--- src/rtl/std_dffr_pipe_pkg.sv ---
// -----------------------------------------------------------------------------
// std_dffr_pipe_pkg
//   Shared sizing helpers for the std_dffr_pipe register pipeline.
//   pipe_cap(stages)   : number of entries the pipe can hold
//   pipe_occ_w(stages) : width of the occupancy counter, $clog2(cap+1)
//   STAGE_CNT_W        : width of the per-stage entry count
// Configuration macro: STD_DFFR_PIPE_SKID_EN (each stage holds two entries
// when defined, one otherwise).
// -----------------------------------------------------------------------------
package std_dffr_pipe_pkg;

    localparam int STAGE_CNT_W = 2;

`ifdef STD_DFFR_PIPE_SKID_EN
    localparam int ENTRIES_PER_STAGE = 2;
`else
    localparam int ENTRIES_PER_STAGE = 1;
`endif

    function automatic int pipe_cap(input int stages);
        return ENTRIES_PER_STAGE * stages;
    endfunction

    function automatic int pipe_occ_w(input int stages);
        return $clog2(pipe_cap(stages) + 1);
    endfunction

endpackage

--- src/rtl/std_pipe_stage.sv ---
// -----------------------------------------------------------------------------
// std_pipe_stage
//   One valid/ready register slice of the std_dffr_pipe chain.
//   Ports:
//     clk, resetn        clock, asynchronous active-low reset
//     flush_i            synchronous drop of every entry held by the slice
//     up_valid_i/up_ready_o/up_data_i   upstream handshake
//     dn_valid_o/dn_ready_i/dn_data_o   downstream handshake
//     cnt_o              number of entries currently held (0..2)
// Configuration macro: STD_DFFR_PIPE_SKID_EN
//   undefined : single main register, up_ready_o = ~valid | dn_ready_i
//   defined   : main + skid register, up_ready_o = ~skid_valid (registered)
// -----------------------------------------------------------------------------
module std_pipe_stage
    import std_dffr_pipe_pkg::*;
#(
    parameter int                    DATA_WIDTH  = 8,
    parameter logic [DATA_WIDTH-1:0] RESET_VALUE = '0
) (
    input  logic                   clk,
    input  logic                   resetn,
    input  logic                   flush_i,
    input  logic                   up_valid_i,
    output logic                   up_ready_o,
    input  logic [DATA_WIDTH-1:0]  up_data_i,
    output logic                   dn_valid_o,
    input  logic                   dn_ready_i,
    output logic [DATA_WIDTH-1:0]  dn_data_o,
    output logic [STAGE_CNT_W-1:0] cnt_o
);

    logic                  v_q, v_d;
    logic [DATA_WIDTH-1:0] d_q, d_d;
    logic                  up_xfer;

`ifdef STD_DFFR_PIPE_SKID_EN
    logic                  sv_q, sv_d;
    logic [DATA_WIDTH-1:0] sd_q, sd_d;
    logic                  main_free;

    // Ready is a pure register output, which breaks the combinational
    // out_ready -> in_ready chain across stages.
    assign up_ready_o = ~sv_q;
    assign up_xfer    = up_valid_i & ~sv_q & ~flush_i;
    assign main_free  = ~v_q | dn_ready_i;

    always_comb begin
        v_d  = v_q;
        d_d  = d_q;
        sv_d = sv_q;
        sd_d = sd_q;
        if (flush_i) begin
            v_d  = 1'b0;
            sv_d = 1'b0;
        end else if (main_free) begin
            if (sv_q) begin
                // The skid entry is older than anything upstream, so it
                // refills main first. up_xfer is 0 here because ready = ~sv_q.
                v_d  = 1'b1;
                d_d  = sd_q;
                sv_d = 1'b0;
            end else begin
                v_d = up_xfer;
                if (up_xfer) begin
                    d_d = up_data_i;
                end
            end
        end else if (up_xfer) begin
            // Main is stalled: park the incoming entry in the skid register.
            sv_d = 1'b1;
            sd_d = up_data_i;
        end
    end

    always_ff @(posedge clk or negedge resetn) begin
        if (!resetn) begin
            sv_q <= 1'b0;
            sd_q <= RESET_VALUE;
        end else begin
            sv_q <= sv_d;
            sd_q <= sd_d;
        end
    end

    assign cnt_o = STAGE_CNT_W'(v_q) + STAGE_CNT_W'(sv_q);
`else
    // An empty slice always accepts, so bubbles collapse under a stall.
    assign up_ready_o = ~v_q | dn_ready_i;
    assign up_xfer    = up_valid_i & up_ready_o & ~flush_i;

    always_comb begin
        v_d = v_q;
        d_d = d_q;
        if (flush_i) begin
            v_d = 1'b0;
        end else if (up_ready_o) begin
            v_d = up_valid_i;
        end
        if (up_xfer) begin
            d_d = up_data_i;
        end
    end

    assign cnt_o = STAGE_CNT_W'(v_q);
`endif

    always_ff @(posedge clk or negedge resetn) begin
        if (!resetn) begin
            v_q <= 1'b0;
            d_q <= RESET_VALUE;
        end else begin
            v_q <= v_d;
            d_q <= d_d;
        end
    end

    assign dn_valid_o = v_q;
    assign dn_data_o  = d_q;

endmodule

--- src/rtl/std_dffr_pipe.sv ---
// -----------------------------------------------------------------------------
// std_dffr_pipe
//   Parametrised multi-stage register pipeline with valid/ready flow control,
//   bubble collapsing, synchronous flush and asynchronous active-low reset.
//   Ports:
//     clk        clock, all state on posedge
//     resetn     asynchronous active-low reset
//     flush      drop all stored entries at the next edge
//     in_valid / in_ready / in_data     upstream handshake
//     out_valid / out_ready / out_data  downstream handshake
//     occupancy  number of valid entries held
//   Parameters: DATA_WIDTH, STAGES (forward latency), RESET_VALUE.
// Configuration macro: STD_DFFR_PIPE_SKID_EN (2-entry skid slices, no
// combinational out_ready -> in_ready path, capacity 2*STAGES).
// -----------------------------------------------------------------------------
module std_dffr_pipe
    import std_dffr_pipe_pkg::*;
#(
    parameter int                    DATA_WIDTH  = 8,
    parameter int                    STAGES      = 2,
    parameter logic [DATA_WIDTH-1:0] RESET_VALUE = '0,
    localparam int                   OCC_W       = pipe_occ_w(STAGES)
) (
    input  logic                  clk,
    input  logic                  resetn,
    input  logic                  flush,
    input  logic                  in_valid,
    output logic                  in_ready,
    input  logic [DATA_WIDTH-1:0] in_data,
    output logic                  out_valid,
    input  logic                  out_ready,
    output logic [DATA_WIDTH-1:0] out_data,
    output logic [OCC_W-1:0]      occupancy
);

    // Link i feeds stage i; link STAGES is the pipe output.
    logic                   vld_c [0:STAGES];
    logic                   rdy_c [0:STAGES];
    logic [DATA_WIDTH-1:0]  dat_c [0:STAGES];
    logic [STAGE_CNT_W-1:0] cnt_c [0:STAGES-1];
    logic [OCC_W-1:0]       occ_sum;

    // Flush masks both external handshakes so nothing transfers that cycle.
    assign vld_c[0]      = in_valid & ~flush;
    assign dat_c[0]      = in_data;
    assign rdy_c[STAGES] = out_ready & ~flush;
    assign in_ready      = rdy_c[0] & ~flush;
    assign out_valid     = vld_c[STAGES] & ~flush;
    assign out_data      = dat_c[STAGES];

    for (genvar i = 0; i < STAGES; i++) begin : g_stage
        std_pipe_stage #(
            .DATA_WIDTH  (DATA_WIDTH),
            .RESET_VALUE (RESET_VALUE)
        ) u_stage (
            .clk        (clk),
            .resetn     (resetn),
            .flush_i    (flush),
            .up_valid_i (vld_c[i]),
            .up_ready_o (rdy_c[i]),
            .up_data_i  (dat_c[i]),
            .dn_valid_o (vld_c[i+1]),
            .dn_ready_i (rdy_c[i+1]),
            .dn_data_o  (dat_c[i+1]),
            .cnt_o      (cnt_c[i])
        );
    end

    always_comb begin
        occ_sum = '0;
        for (int i = 0; i < STAGES; i++) begin
            occ_sum = occ_sum + OCC_W'(cnt_c[i]);
        end
    end

    assign occupancy = occ_sum;

endmodule
--- config.mk ---
export PLATFORM = sky130hd
export DESIGN_NAME = std_dffr_pipe
export DESIGN_NICKNAME = d
export VERILOG_FILES = /design/src/rtl/std_dffr_pipe_pkg.sv /design/src/rtl/std_pipe_stage.sv /design/src/rtl/std_dffr_pipe.sv
export SDC_FILE = /design/constraint.sdc
export NUM_CORES = 1
export LEC_CHECK = 0
export BUFFER_PORTS_ARGS = -buffer_cell sky130_fd_sc_hd__clkbuf_2
export CORE_MARGIN = 4
export CORE_UTILIZATION = 39
export CTS_CLUSTER_SIZE = 14
export DETAILED_ROUTE_END_ITERATION = 12
export GPL_TIMING_DRIVEN = 0
export PLACE_DENSITY = 0.69
export SETUP_SLACK_MARGIN = 0.4
export SYNTH_ARGS = -nofsm -noshare
export SYNTH_HDL_FRONTEND = slang
export SYNTH_SLANG_ARGS = --single-unit
--- constraint.sdc ---
create_clock -name clk -period 1.9 [get_ports clk]
set_clock_uncertainty 0.05 [all_clocks]
set_input_delay 0.19 -clock clk [delete_from_list [all_inputs] [get_ports clk]]
set_output_delay 0.19 -clock clk [all_outputs]
set_load 0.03 [all_outputs]
* Yosys cells after proc, flatten, opt, wreduce, memory -nomap -nowiden
Cells that the tools add are included.
** Storage, ports and cells
- Input port bits :: 13
- Output and inout bits :: 12
- Word-level logic and storage cells :: 24
- Register bits after elaboration :: 18
** Operators by class
- Reduce and logical (&&, ||, !) cells :: 2
- Multiplexer cells :: 4
- Add/sub/neg operators :: 1
- Bitwise gates (word level) :: 13
** Operator list (number)
- bitwise AND 1 bit :: 8
- two-way mux 1 bit :: 4
- nonzero test 2 bit :: 2
- inverter 1 bit :: 3
- adder 1 x 1 -> 2 bit :: 1
- OR 1 bit :: 2

* Depth between registers and ports, before layout
Gate-level depths: netlist of the first run.
- Depth after elaboration :: 6
- Depth in mapped cells :: 4
- Depth with buffers taken out :: 3

* Modules after synthesis
Synthesis of the first run repeated with hierarchy kept, for this count alone.
** Second synthesis, totals
- Cells, all modules :: 56
- Area total of the unflattened synthesis :: 817.0 sq um
** By module, submodules not included
- std_pipe_stage :: area an instance 377.9 sq um, cells an instance 25, instances 2
- std_dffr_pipe :: area an instance 61.3 sq um, cells an instance 6, instances 1

* Worst setup path after synthesis of the first run
OpenSTA, ideal clock, no wires.
- Path kind :: register to register
- Start point :: register g_stage[0].u_stage.v_q
- End point :: register g_stage[0].u_stage.d_q[0]
- Data arrival time :: 1.370 ns
- Path buffers :: 1
- Setup time :: 0.125 ns
- Clock period less this slack :: 1.545 ns
- Stages on the path, launching flop included :: 5
- Setup slack :: 0.355 ns
- Cells stage by stage :: dfrtp_1 and3b_1 or3b_1 buf_6 mux2_4
** Between the ends
- Cells in the longest elaborated chain, start to end :: 4
** Ends and longest elaborated chain
- start: declaration :: line std_pipe_stage.sv:32 : logic v_q, v_d;
- start signal: assignment :: line std_pipe_stage.sv:112 : v_q <= v_d;
- inverter 1 bit :: line std_pipe_stage.sv:88 : assign up_ready_o = ~v_q | dn_ready_i;
- OR 1 bit :: line std_pipe_stage.sv:88
- bitwise AND 1 bit (2 in series) :: line std_pipe_stage.sv:89 : assign up_xfer = up_valid_i & up_ready_o & ~flush_i;
- end signal: assignment :: line std_pipe_stage.sv:110 : d_q <= RESET_VALUE;
- end signal: assignment :: line std_pipe_stage.sv:113 : d_q <= d_d;
- end: declaration :: line std_pipe_stage.sv:33 : logic [DATA_WIDTH-1:0] d_q, d_d;
No other way between the ends.
A chain may end at the register's enable or synchronous reset.

* Final worst setup path of the first run
- Start point :: register g_stage[1].u_stage.v_q
- End point :: register g_stage[0].u_stage.d_q[3]
** Between the ends
- Cells in the longest elaborated chain, start to end :: 5
** Ends and longest elaborated chain (line)
- start: declaration :: std_pipe_stage.sv:32
- start signal: assignment :: std_pipe_stage.sv:112
- inverter 1 bit :: std_pipe_stage.sv:88
- OR 1 bit (2 in series) :: std_pipe_stage.sv:88
- bitwise AND 1 bit (2 in series) :: std_pipe_stage.sv:89
No other way between the ends.

==> results of run 1 <==
## where the power goes
part	total [uW]	internal [uW]	switching, uW
clock	227	117	110
sequential	505	462	42.7
combinational	435	234	201
## routing by layer
metal	wire length, microns	vias to the layer above
met3	116	2
met4	10	0
li1	-	246
met2	661	21
met5	0	-
met1	652	236
## layout by cell type (no fill, tap or decap)
master | synthesis | final
nor3b_4 | 1 | 1
nor2b_1 | 1 | 1
dlygate4sd3_1 | 0 | 1
or3b_4 | 0 | 1
and3b_1 | 1 | 1
buf_4 | 8 | 13
ha_4 | 0 | 1
and2b_2 | 0 | 1
clkbuf_4 | 0 | 3
mux2_4 | 8 | 16
nor2_1 | 5 | 5
clkbuf_2 | 0 | 22
dfrtp_1 | 18 | 18
clkbuf_8 | 0 | 1
buf_6 | 1 | 5
## registers in the layout, summed over array words and instances (netlist names)
register / cells
g_stage.u_stage.dn_data_o: 16
g_stage.u_stage.dn_valid_o: 2
## worst min path at each step
stage | end | cells after the start | slack [ps]
floorplan | g_stage[0].u_stage.dn_data_o[0] | 0 | -160
global placement | g_stage[1].u_stage.dn_data_o[6] | 1 | 100
detailed placement | g_stage[1].u_stage.dn_data_o[3] | 1 | 90
CTS | g_stage[0].u_stage.dn_data_o[7] | 2 | 70
global route | g_stage[0].u_stage.dn_data_o[3] | 2 | 60
finish | g_stage[0].u_stage.dn_data_o[7] | 2 | 80
## worst register-to-register path, stage by stage, from the launching register on
cell	delay (ps)
dfrtp_1	410
and3b_1	200
or3b_4	380
buf_6	160
mux2_4	300
## stage by stage
stage	worst slack (ps)	util (%)	power, uW	std cells
after floorplan	367.1	-	800.4	54
after global placement	300.3	49.30	884.9	105
after detailed placement	303.5	49.30	894.1	105
after CTS	317.6	53.57	1132	115
after global routing	251.2	57.72	1242	117
final	293.8	57.72	1167	117
## layout make-up
type,instances,area share (%)
Timing Repair Buffer,32,17.90
Sequential cell,18,39.78
Multi-Input combinational cell,27,29.83
Clock buffer,4,3.204
Tap cell,27,2.983
Buffer,9,6.298
## kinds of logic (layout without fill, tap and decap cells)
kind of cell               count (synthesis)  count (layout)  share of synthesized area [%]
buffers and inverters                      9              45                          8.769
and+or+nand+nor                           10              10                          8.463
adders and majority gates                  1               1                          1.538
muxes                                     16              16                          25.85
DFF                                       18              18                          55.38
## repair_timing
item / in CTS / in global routing
hold buffers: 1 / 0
setup buffers: 5 / 2
gates resized for setup: 0 / 21
endpoints found under the hold margin: 18 / 0
setup endpoints to repair: 16 / 18
pin swaps: 2 / 1
==> impl_metrics.csv, run 1 <==
group,metric,value,unit
outcome,status,"completed",
grt,antenna_found_initial,0,
min_path,hp-class,"in -> reg",
sta,setup_viol,0,
cells_and_area,area_growth_syn_to_layout,39.23,%
worst_setup_path,critPathCaptureType,"flip-flop",
worst_setup_path,critPathCapture,"g_stage[0].u_stage.dn_data_o[3]",
worst_setup_path,cp_top_family,"simple AND/OR/NAND/NOR gates",
place,placed_cell_area,967.2,sq um
synth,ys_ff_latch,18,
clock_tree,clock_sinks,18,
synth,ys.flop_type,"dfrtp_1",
worst_setup_path,r2r_slack,290,ps
worst_setup_path,cp_num_cells,4,
drt,drt_iter0_markers,3,
worst_setup_path,cp_num_buf_inv,1,
drt,drcViolationCount,0,
clock_tree,tritoncts,"yes",
grt,gr-max-usage-layer,"met2",
clock_tree,clk_latency,290,ps
sta,hold_viol_final,0,
sta,fin_setup_tns,0,ps
cells_and_area,diodes,0,
synth,synthCells,54,
cells_and_area,fillers,174,
synth,yosys-top-cells-count,"dfrtp_1 (18), buf_4 (8), mux2_2 (8), mux2_4 (8), nor2_1 (5)",
cells_and_area,fin_area,0.001132,sq mm
synth,syn_area,813.3,sq um
synth,synth_warnings,0,
grt,grt_start_max_net_pins,19,
worst_setup_path,crit_type,"reg -> reg",
synth,synth_top_cell_by_area,"dfrtp_1",
synth,syn_area_per_cell,15.06,sq um
floorplan,die-area,0.002880,sq mm
worst_setup_path,crit_start,"g_stage[1].u_stage.dn_valid_o",
floorplan,ioPinCount,25,
sta,rsz0062_at_grt,"true",
floorplan,start_util,41.45,%
grt,met1_usage,13.07,%
cells_and_area,drive_gt1_share,71.11,%
worst_setup_path,max_stage_delay,410,ps
synth,synth.net_count,68,
worst_setup_path,cp_max_fo,8,
place,port_buffers,24,
drt,post_drt_wl_per_cell,12.32,microns
grt,grt_pass1_wl,2.249,mm
worst_setup_path,crit_required,2030,ps
cells_and_area,regArea,450.4,sq um
sta,drv_slew,0,
sta,max_slew.worst_pin.slew,432.4,ps
floorplan,die_y,53.67,microns
synth,yosysSeqAreaShare,55.38,%
synth,yosysMostFrequentCell,"dfrtp_1",
synth,ys_async_sr_fraction,100.0,%
worst_setup_path,crit_path_start_kind,"flip-flop",
drt,ant_nets,0,
place,post-dp-hpwl,899.1,microns
worst_setup_path,timing.rr.start,"g_stage[1].u_stage.dn_valid_o",
sta,fmax,622.6,MHz
floorplan,num_rows,16,
cells_and_area,final_net_count,105,
clock_tree,clk_path_buf_depth,2,
clock_tree,path_clk_slew,100,ps
synth,synth_top_area_share,55.38,%
synth,synth_cell_types,12,
worst_setup_path,reg2reg_depth,4,
worst_setup_path,crit_chain,"and3b_1 -> or3b_4 -> buf_6 -> mux2_4",
clock_tree,h-tree-depth,1,
clock_tree,cts-root-buf,"clkbuf_4",
sta,finalCritPeriodShare,84.54,%
sta,slew_headroom,71.18,%
min_path,min_from,"in_data[7]",
drt,drt-total-wl,1.441,mm
power,leakagePower,0.0005971,uW
synth,synth_edf_count,0,
floorplan,die_x,53.67,microns
drt,dr_total_vias,505,
floorplan,coreArea,0.001962,sq mm
sta,period_needed,1606,ps
clock_tree,cts_buffers,3,
flow_run,cap_viol_max_count,0,
grt,use_met3,5.817,%
drt,dr.pass1.iters,3,
grt,overflow,0,
power,vdd_drop_max,0.0006326,V
worst_setup_path,worstReg2RegEnd,"g_stage[0].u_stage.dn_data_o[3]",
worst_setup_path,arrival,1730,ps
synth,ys_top_cells_by_area,"dfrtp_1 (55%), mux2_4 (15%), mux2_2 (11%), buf_4 (7.4%), nor2_1 (2.3%)",
sta,whs,76.72,ps
cells_and_area,multi_input_area,337.8,sq um
drt,routed_via_density,4.316,
worst_setup_path,cp_slowest_cell,"dfrtp_1",
grt,grt_usage,11.49,%
place,place_congestion,0.5799,
grt,grtUsageMet2,18.55,%
power,power_density,1031,mW/mm^2
grt,grt_pass1_vias,539,
(Power assumes the default switching activity.)
==> run 2: changes to the inputs <==
==> constraint.sdc (replaced) <==
create_clock -name clk -period 1.6 [get_ports clk]
set_clock_uncertainty 0.05 [all_clocks]
set_input_delay 0.16 -clock clk [delete_from_list [all_inputs] [get_ports clk]]
set_output_delay 0.16 -clock clk [all_outputs]
set_load 0.03 [all_outputs]
==> run 2 against run 1 <==
Total power is 35% higher. Design area rose by 8.9%. Via count up 5.7%. Flip-flop and latch count is the same. Worst setup slack got worse by 260 ps. Largest power group is now combinational cells. Combinational power is 60% higher.
==> impl_metrics.csv, run 2 (synthesized netlist as in run 1, its figures left out) <==
group,metric,value,unit
drt,ant_nets,0,
clock_tree,cts-root-buf,"clkbuf_4",
clock_tree,clk_latency,290,ps
floorplan,coreArea,0.001962,sq mm
clock_tree,path_clk_slew,100,ps
grt,antenna_found_initial,0,
grt,grt_start_max_net_pins,19,
place,pre_cts_ws,-94.35,ps
worst_setup_path,crit_required,1730,ps
sta,setup_viol,0,
min_path,min_from,"in_data[7]",
flow_run,cap_viol_max_count,0,
floorplan,die-area,0.002880,sq mm
worst_setup_path,arrival,1690,ps
sta,rsz0062_at_grt,"true",
sta,finalCritPeriodShare,97.62,%
grt,overflow,0,
power,power_density,1277,mW/mm^2
worst_setup_path,critPathCaptureType,"flip-flop",
drt,topRoutingLayerUsed,"met4",
cells_and_area,area_growth_syn_to_layout,51.69,%
drt,drt-total-wl,1.534,mm
min_path,hold_end,"g_stage[0].u_stage.dn_data_o[7]",
cells_and_area,largest_reg_flops,16,
cells_and_area,drive_gt1_share,70.65,%
worst_setup_path,r2r_slack,40,ps
sta,drv_slew,0,
clock_tree,clock_sinks,18,
floorplan,start_util,41.45,%
drt,post_drt_wl_per_cell,12.89,microns
power,leakagePower,0.0006325,uW
drt,dr_wl_met3,121,microns
worst_setup_path,crit_type,"reg -> reg",
drt,dr.pass1.iters,1,
cells_and_area,stdcell_count,119,
sta,hold_viol_final,0,
drt,dr_total_vias,534,
clock_tree,clk_path_buf_depth,2,
grt,grt_pass1_vias,550,
cells_and_area,final_net_count,107,
place,port_buffers,24,
sta,fin_setup_tns,0,ps
worst_setup_path,timing.rr.start,"g_stage[0].u_stage.dn_valid_o",
power,vdd_drop_max,0.0006557,V
grt,grt_usage,12.77,%
min_path,hold_depth,2,
sta,slew_headroom,70.79,%
sta,period_needed,1562,ps
floorplan,ioPinCount,25,
floorplan,num_rows,16,
outcome,status,"completed",
drt,wl_met2,722,microns
worst_setup_path,cp_max_fo,8,
drt,drcViolationCount,0,
clock_tree,tritoncts,"yes",
grt,grt_pass1_wl,2.497,mm
sta,setup_slack,38.08,ps
drt,routed_via_density,4.487,
place,place_congestion,0.6368,
drt,wl_met1,646,microns
floorplan,die_x,53.67,microns
sta,max_slew.worst_pin.slew,438.2,ps
min_path,hp-class,"in -> reg",
clock_tree,cts_buffers,3,
sta,fmax,640.2,MHz
cells_and_area,diodes,0,
place,place_inst,105,
floorplan,die_y,53.67,microns
worst_setup_path,worstReg2RegEnd,"g_stage[0].u_stage.dn_data_o[1]",
cells_and_area,layout_common_cells,"dfrtp_1 (18), mux2_4 (16), buf_4 (15)",
worst_setup_path,reg2reg_depth,4,
cells_and_area,final_common_cell,"dfrtp_1",
drt,drt_iter0_markers,0,
clock_tree,h-tree-depth,1,
worst_setup_path,crit_path_start_kind,"flip-flop",
-- run 2: report_power, final --
group / leakage [uW] / switching, uW / internal [uW]
clock network: 0.0000210 / 135 / 139
logic: 0.000396 / 269 / 429
registers: 0.000215 / 54.6 / 549
-- run 2: how the worst max path moves through the flow --
stage                             startpoint                              end  slack (ps)  depth (start not counted)
6_report       g_stage[0].u_stage.dn_valid_o  g_stage[0].u_stage.dn_data_o[1]          40                          4
5_1_grt        g_stage[0].u_stage.dn_valid_o  g_stage[0].u_stage.dn_data_o[5]         -30                          4
4_1_cts        g_stage[0].u_stage.dn_valid_o  g_stage[0].u_stage.dn_data_o[1]          30                          4
3_5_place_dp   g_stage[1].u_stage.dn_valid_o  g_stage[1].u_stage.dn_data_o[7]         -90                          3
3_3_place_gp   g_stage[1].u_stage.dn_valid_o  g_stage[1].u_stage.dn_data_o[7]         -80                          3
2_1_floorplan  g_stage[1].u_stage.dn_valid_o  g_stage[0].u_stage.dn_data_o[0]          70                          4
-- run 2: timing repair --
item	4_1_cts	5_1_grt
setup buffers	6	3
pin swaps	2	0
endpoints found under the hold margin	18	0
resized for setup	20	22
cloned	0	0
setup endpoints to repair	27	28
hold buffers	1	0
-- run 2: per-stage QoR --
step	total power (uW)	util, %	hold slack, ps	cell area [sq um]
CTS	1475	59.63	29.96	1170
finish	1575	62.88	46.46	1234
floorplan	975.3	-	-185.6	832.0
global placement	1077	50.26	70.32	985.9
detailed placement	1085	50.26	81.64	985.9
global route	1664	62.88	30.32	1234
-- run 2: area by class of cell --
type	instances	area (sq um)
timing repair buffer	34	295.3
clock buffer	4	36.28
sequential	18	450.4
multi-input combinational	27	335.3
fill	169	728.2
buffer	9	82.58
tap	27	33.78
-- run 2: worst max-delay path: stages (launching register included) --
cell     delay, ps
dfrtp_1        400
and3b_1        190
or3b_1         360
buf_6          160
mux2_4         300
-- run 2: per-layer routing --
| metal | global-route usage [%] | vias up |
|---|---|---|
| met4 | 10.21 | 0 |
| met1 | 14.78 | 260 |
| met2 | 18.75 | 20 |
| met5 | 0 | - |
| met3 | 4.709 | 4 |
| li1 | - | 250 |
==> run 3: changes to the inputs <==
--- a/config.mk
+++ b/config.mk
@@ -11,7 +11,7 @@
 export CTS_CLUSTER_SIZE = 14
 export DETAILED_ROUTE_END_ITERATION = 12
 export GPL_TIMING_DRIVEN = 0
-export PLACE_DENSITY = 0.69
+export RECOVER_POWER = 100
 export SETUP_SLACK_MARGIN = 0.4
 export SYNTH_ARGS = -nofsm -noshare
 export SYNTH_HDL_FRONTEND = slang
==> constraint.sdc (replaced) <==
create_clock -name clk -period 1.8 [get_ports clk]
set_clock_uncertainty 0.05 [all_clocks]
set_input_delay 0.18 -clock clk [delete_from_list [all_inputs] [get_ports clk]]
set_output_delay 0.18 -clock clk [all_outputs]
set_load 0.03 [all_outputs]
==> run 3 against run 2 <==
Worst hold slack got worse by 1.6 ps. Wire length fell by 9.0%. Utilization fell by 11 points. Critical path depth did not move. Fmax fell by 5.1%. Worst setup slack improved by 120 ps. Critical endpoint is now g_stage[0].u_stage.dn_data_o[6]. Combinational power fell by 46%. Non-clock buffer count fell by 5.
==> impl_metrics.csv, run 3 (synthesized netlist as in run 1, its figures left out) <==
group,metric,value,unit
outcome,status,"completed",
floorplan,die_y,53.67,microns
floorplan,start_util,41.45,%
cells_and_area,regArea,450.4,sq um
place,post-dp-hpwl,959.5,microns
sta,fmax,607.5,MHz
cells_and_area,final_net_count,102,
cells_and_area,layout_common_cells,"dfrtp_1 (18), mux2_1 (12), clkbuf_2 (12)",
grt,grt_pass1_wl,2.311,mm
clock_tree,clock_sinks,18,
sta,hold_viol_final,0,
cells_and_area,largest_reg_flops,16,
sta,period_needed,1646,ps
drt,routed_via_density,4.447,
place,port_buffers,24,
power,switchingPower,366.0,uW
worst_setup_path,cp_top_family,"simple AND/OR/NAND/NOR gates",
min_path,hp-class,"in -> reg",
clock_tree,h-tree-depth,1,
worst_setup_path,max_stage_delay,410,ps
drt,ant_nets,0,
drt,drcViolationCount,0,
clock_tree,tritoncts,"yes",
worst_setup_path,crit_required,1930,ps
clock_tree,cts-root-buf,"clkbuf_4",
sta,max_slew.worst_pin.slew,929.2,ps
power,seq_power_share,46.0,%
sta,slew_headroom,38.05,%
worst_setup_path,cp_num_buf_inv,1,
floorplan,ioPinCount,25,
cells_and_area,multi_input_area,269.0,sq um
worst_setup_path,critPathCaptureType,"flip-flop",
power,p_sw_share,31.76,%
grt,overflow,0,
worst_setup_path,cp_slowest_cell,"dfrtp_1",
cells_and_area,area_growth_syn_to_layout,26.31,%
drt,post_drt_wl_per_cell,12.25,microns
sta,rsz0062_at_grt,"true",
power,vdd_drop_max,0.0004740,V
clock_tree,clk_latency,290,ps
grt,grt_usage,11.91,%
power,comb_power_share,32.7,%
worst_setup_path,crit_path_start_kind,"flip-flop",
sta,fin_setup_tns,0,ps
power,power_density,1122,mW/mm^2
cells_and_area,fillers,189,
power,power_frac_clock,21.3,%
cells_and_area,drive_gt1_share,41.38,%
power,p_int,786.4,uW
floorplan,coreArea,0.001962,sq mm
floorplan,die-area,0.002880,sq mm
worst_setup_path,cp_max_fo,8,
power,leakagePower,0.0004958,uW
clock_tree,path_clk_slew,100,ps
worst_setup_path,arrival,1780,ps
clock_tree,clk_path_buf_depth,2,
drt,dr_total_vias,507,
floorplan,die_x,53.67,microns
worst_setup_path,crit_type,"reg -> reg",
grt,grt_start_max_net_pins,19,
clock_tree,cts_buffers,3,
drt,drt_iter0_markers,2,
drt,dr.pass1.iters,4,
sta,drv_slew,0,
sta,setup_viol,0,
sta,finalCritPeriodShare,91.45,%
cells_and_area,final_core_util,52.36,%
grt,antenna_found_initial,0,
place,place_congestion,0.6347,
cells_and_area,final_common_cell,"dfrtp_1",
floorplan,num_rows,16,
flow_run,cap_viol_max_count,0,
drt,drt-total-wl,1.396,mm
grt,grt_pass1_vias,487,
cells_and_area,diodes,0,
worst_setup_path,crit_chain,"and3b_2 -> or3b_1 -> buf_2 -> mux2_1",
[run 3: cell count changes in the layout (fill, tap and decap cells not counted), sizes merged]
cell,change
buf,-16
clkbuf,+11
[run 3: through the flow]
step | std cells | setup WS (ps) | hold WS, ps | instance area, sq um | power (uW)
CTS | 114 | 199.4 | 50.08 | 1109 | 1244
finish | 114 | 153.9 | 44.82 | 1027 | 1152
global placement | 105 | 103.3 | 94.96 | 985.9 | 958.2
global route | 114 | 88.04 | 24.76 | 1027 | 1220
detailed placement | 105 | 120.4 | 94.59 | 985.9 | 968.0
floorplan | 54 | 267.1 | -165.6 | 832.0 | 867.0
[run 3: path summary, 6_finish.rpt]
kind	start	end	slack, ps	depth (start not counted)
max	g_stage[1].u_stage.dn_valid_o	g_stage[0].u_stage.dn_data_o[6]	150	4
min	in_data[2]	g_stage[0].u_stage.dn_data_o[2]	40	2
max reg2reg	g_stage[1].u_stage.dn_valid_o	g_stage[0].u_stage.dn_data_o[6]	150	4
min reg2reg	g_stage[0].u_stage.dn_data_o[3]	g_stage[0].u_stage.dn_data_o[3]	450	1
max in group asynchronous	resetn	g_stage[1].u_stage.dn_data_o[5]	660	2
min in group asynchronous	resetn	g_stage[0].u_stage.dn_data_o[3]	480	2
[run 3: power groups by stage]
stage          sequential (uW)  combinational, uW  clock (uW)
3_5_place_dp               544                424           0
3_3_place_gp               541                417           0
6_report                   530                377         245
5_1_grt                    541                404         275
2_1_floorplan              528                339           0
4_1_cts                    537                451         256
[run 3: repair_timing]
item / 4_1_cts / 5_1_grt
hold buffers: 1 / 0
setup endpoints to repair: 18 / 20
hold endpoints to repair: 18 / 0
gates resized for setup: 8 / 10
setup buffers: 4 / 0
pin swaps: 2 / 1
[run 3: cell type report]
class                           count  area share [%]
Buffer                              9           6.334
Clock buffer                        4           3.532
Multi-Input combinational cell     27           26.19
Sequential cell                    18           43.85
Tap cell                           27           3.289
Timing Repair Buffer               29           16.81
[run 3: worst register-to-register path, cell delays in order (launching register included)]
cell and delay, ps:
dfrtp_1 410, and3b_2 210, or3b_1 340, buf_2 200, mux2_1 330
[run 3: per-layer routing]
layer	global-route usage (%)	vias to the layer above	part of all wire [%]
met5	0	-	0
li1	-	241	-
met3	3.324	5	7.0
met2	14.92	19	44
met4	8.936	0	2.8
met1	16.93	242	46
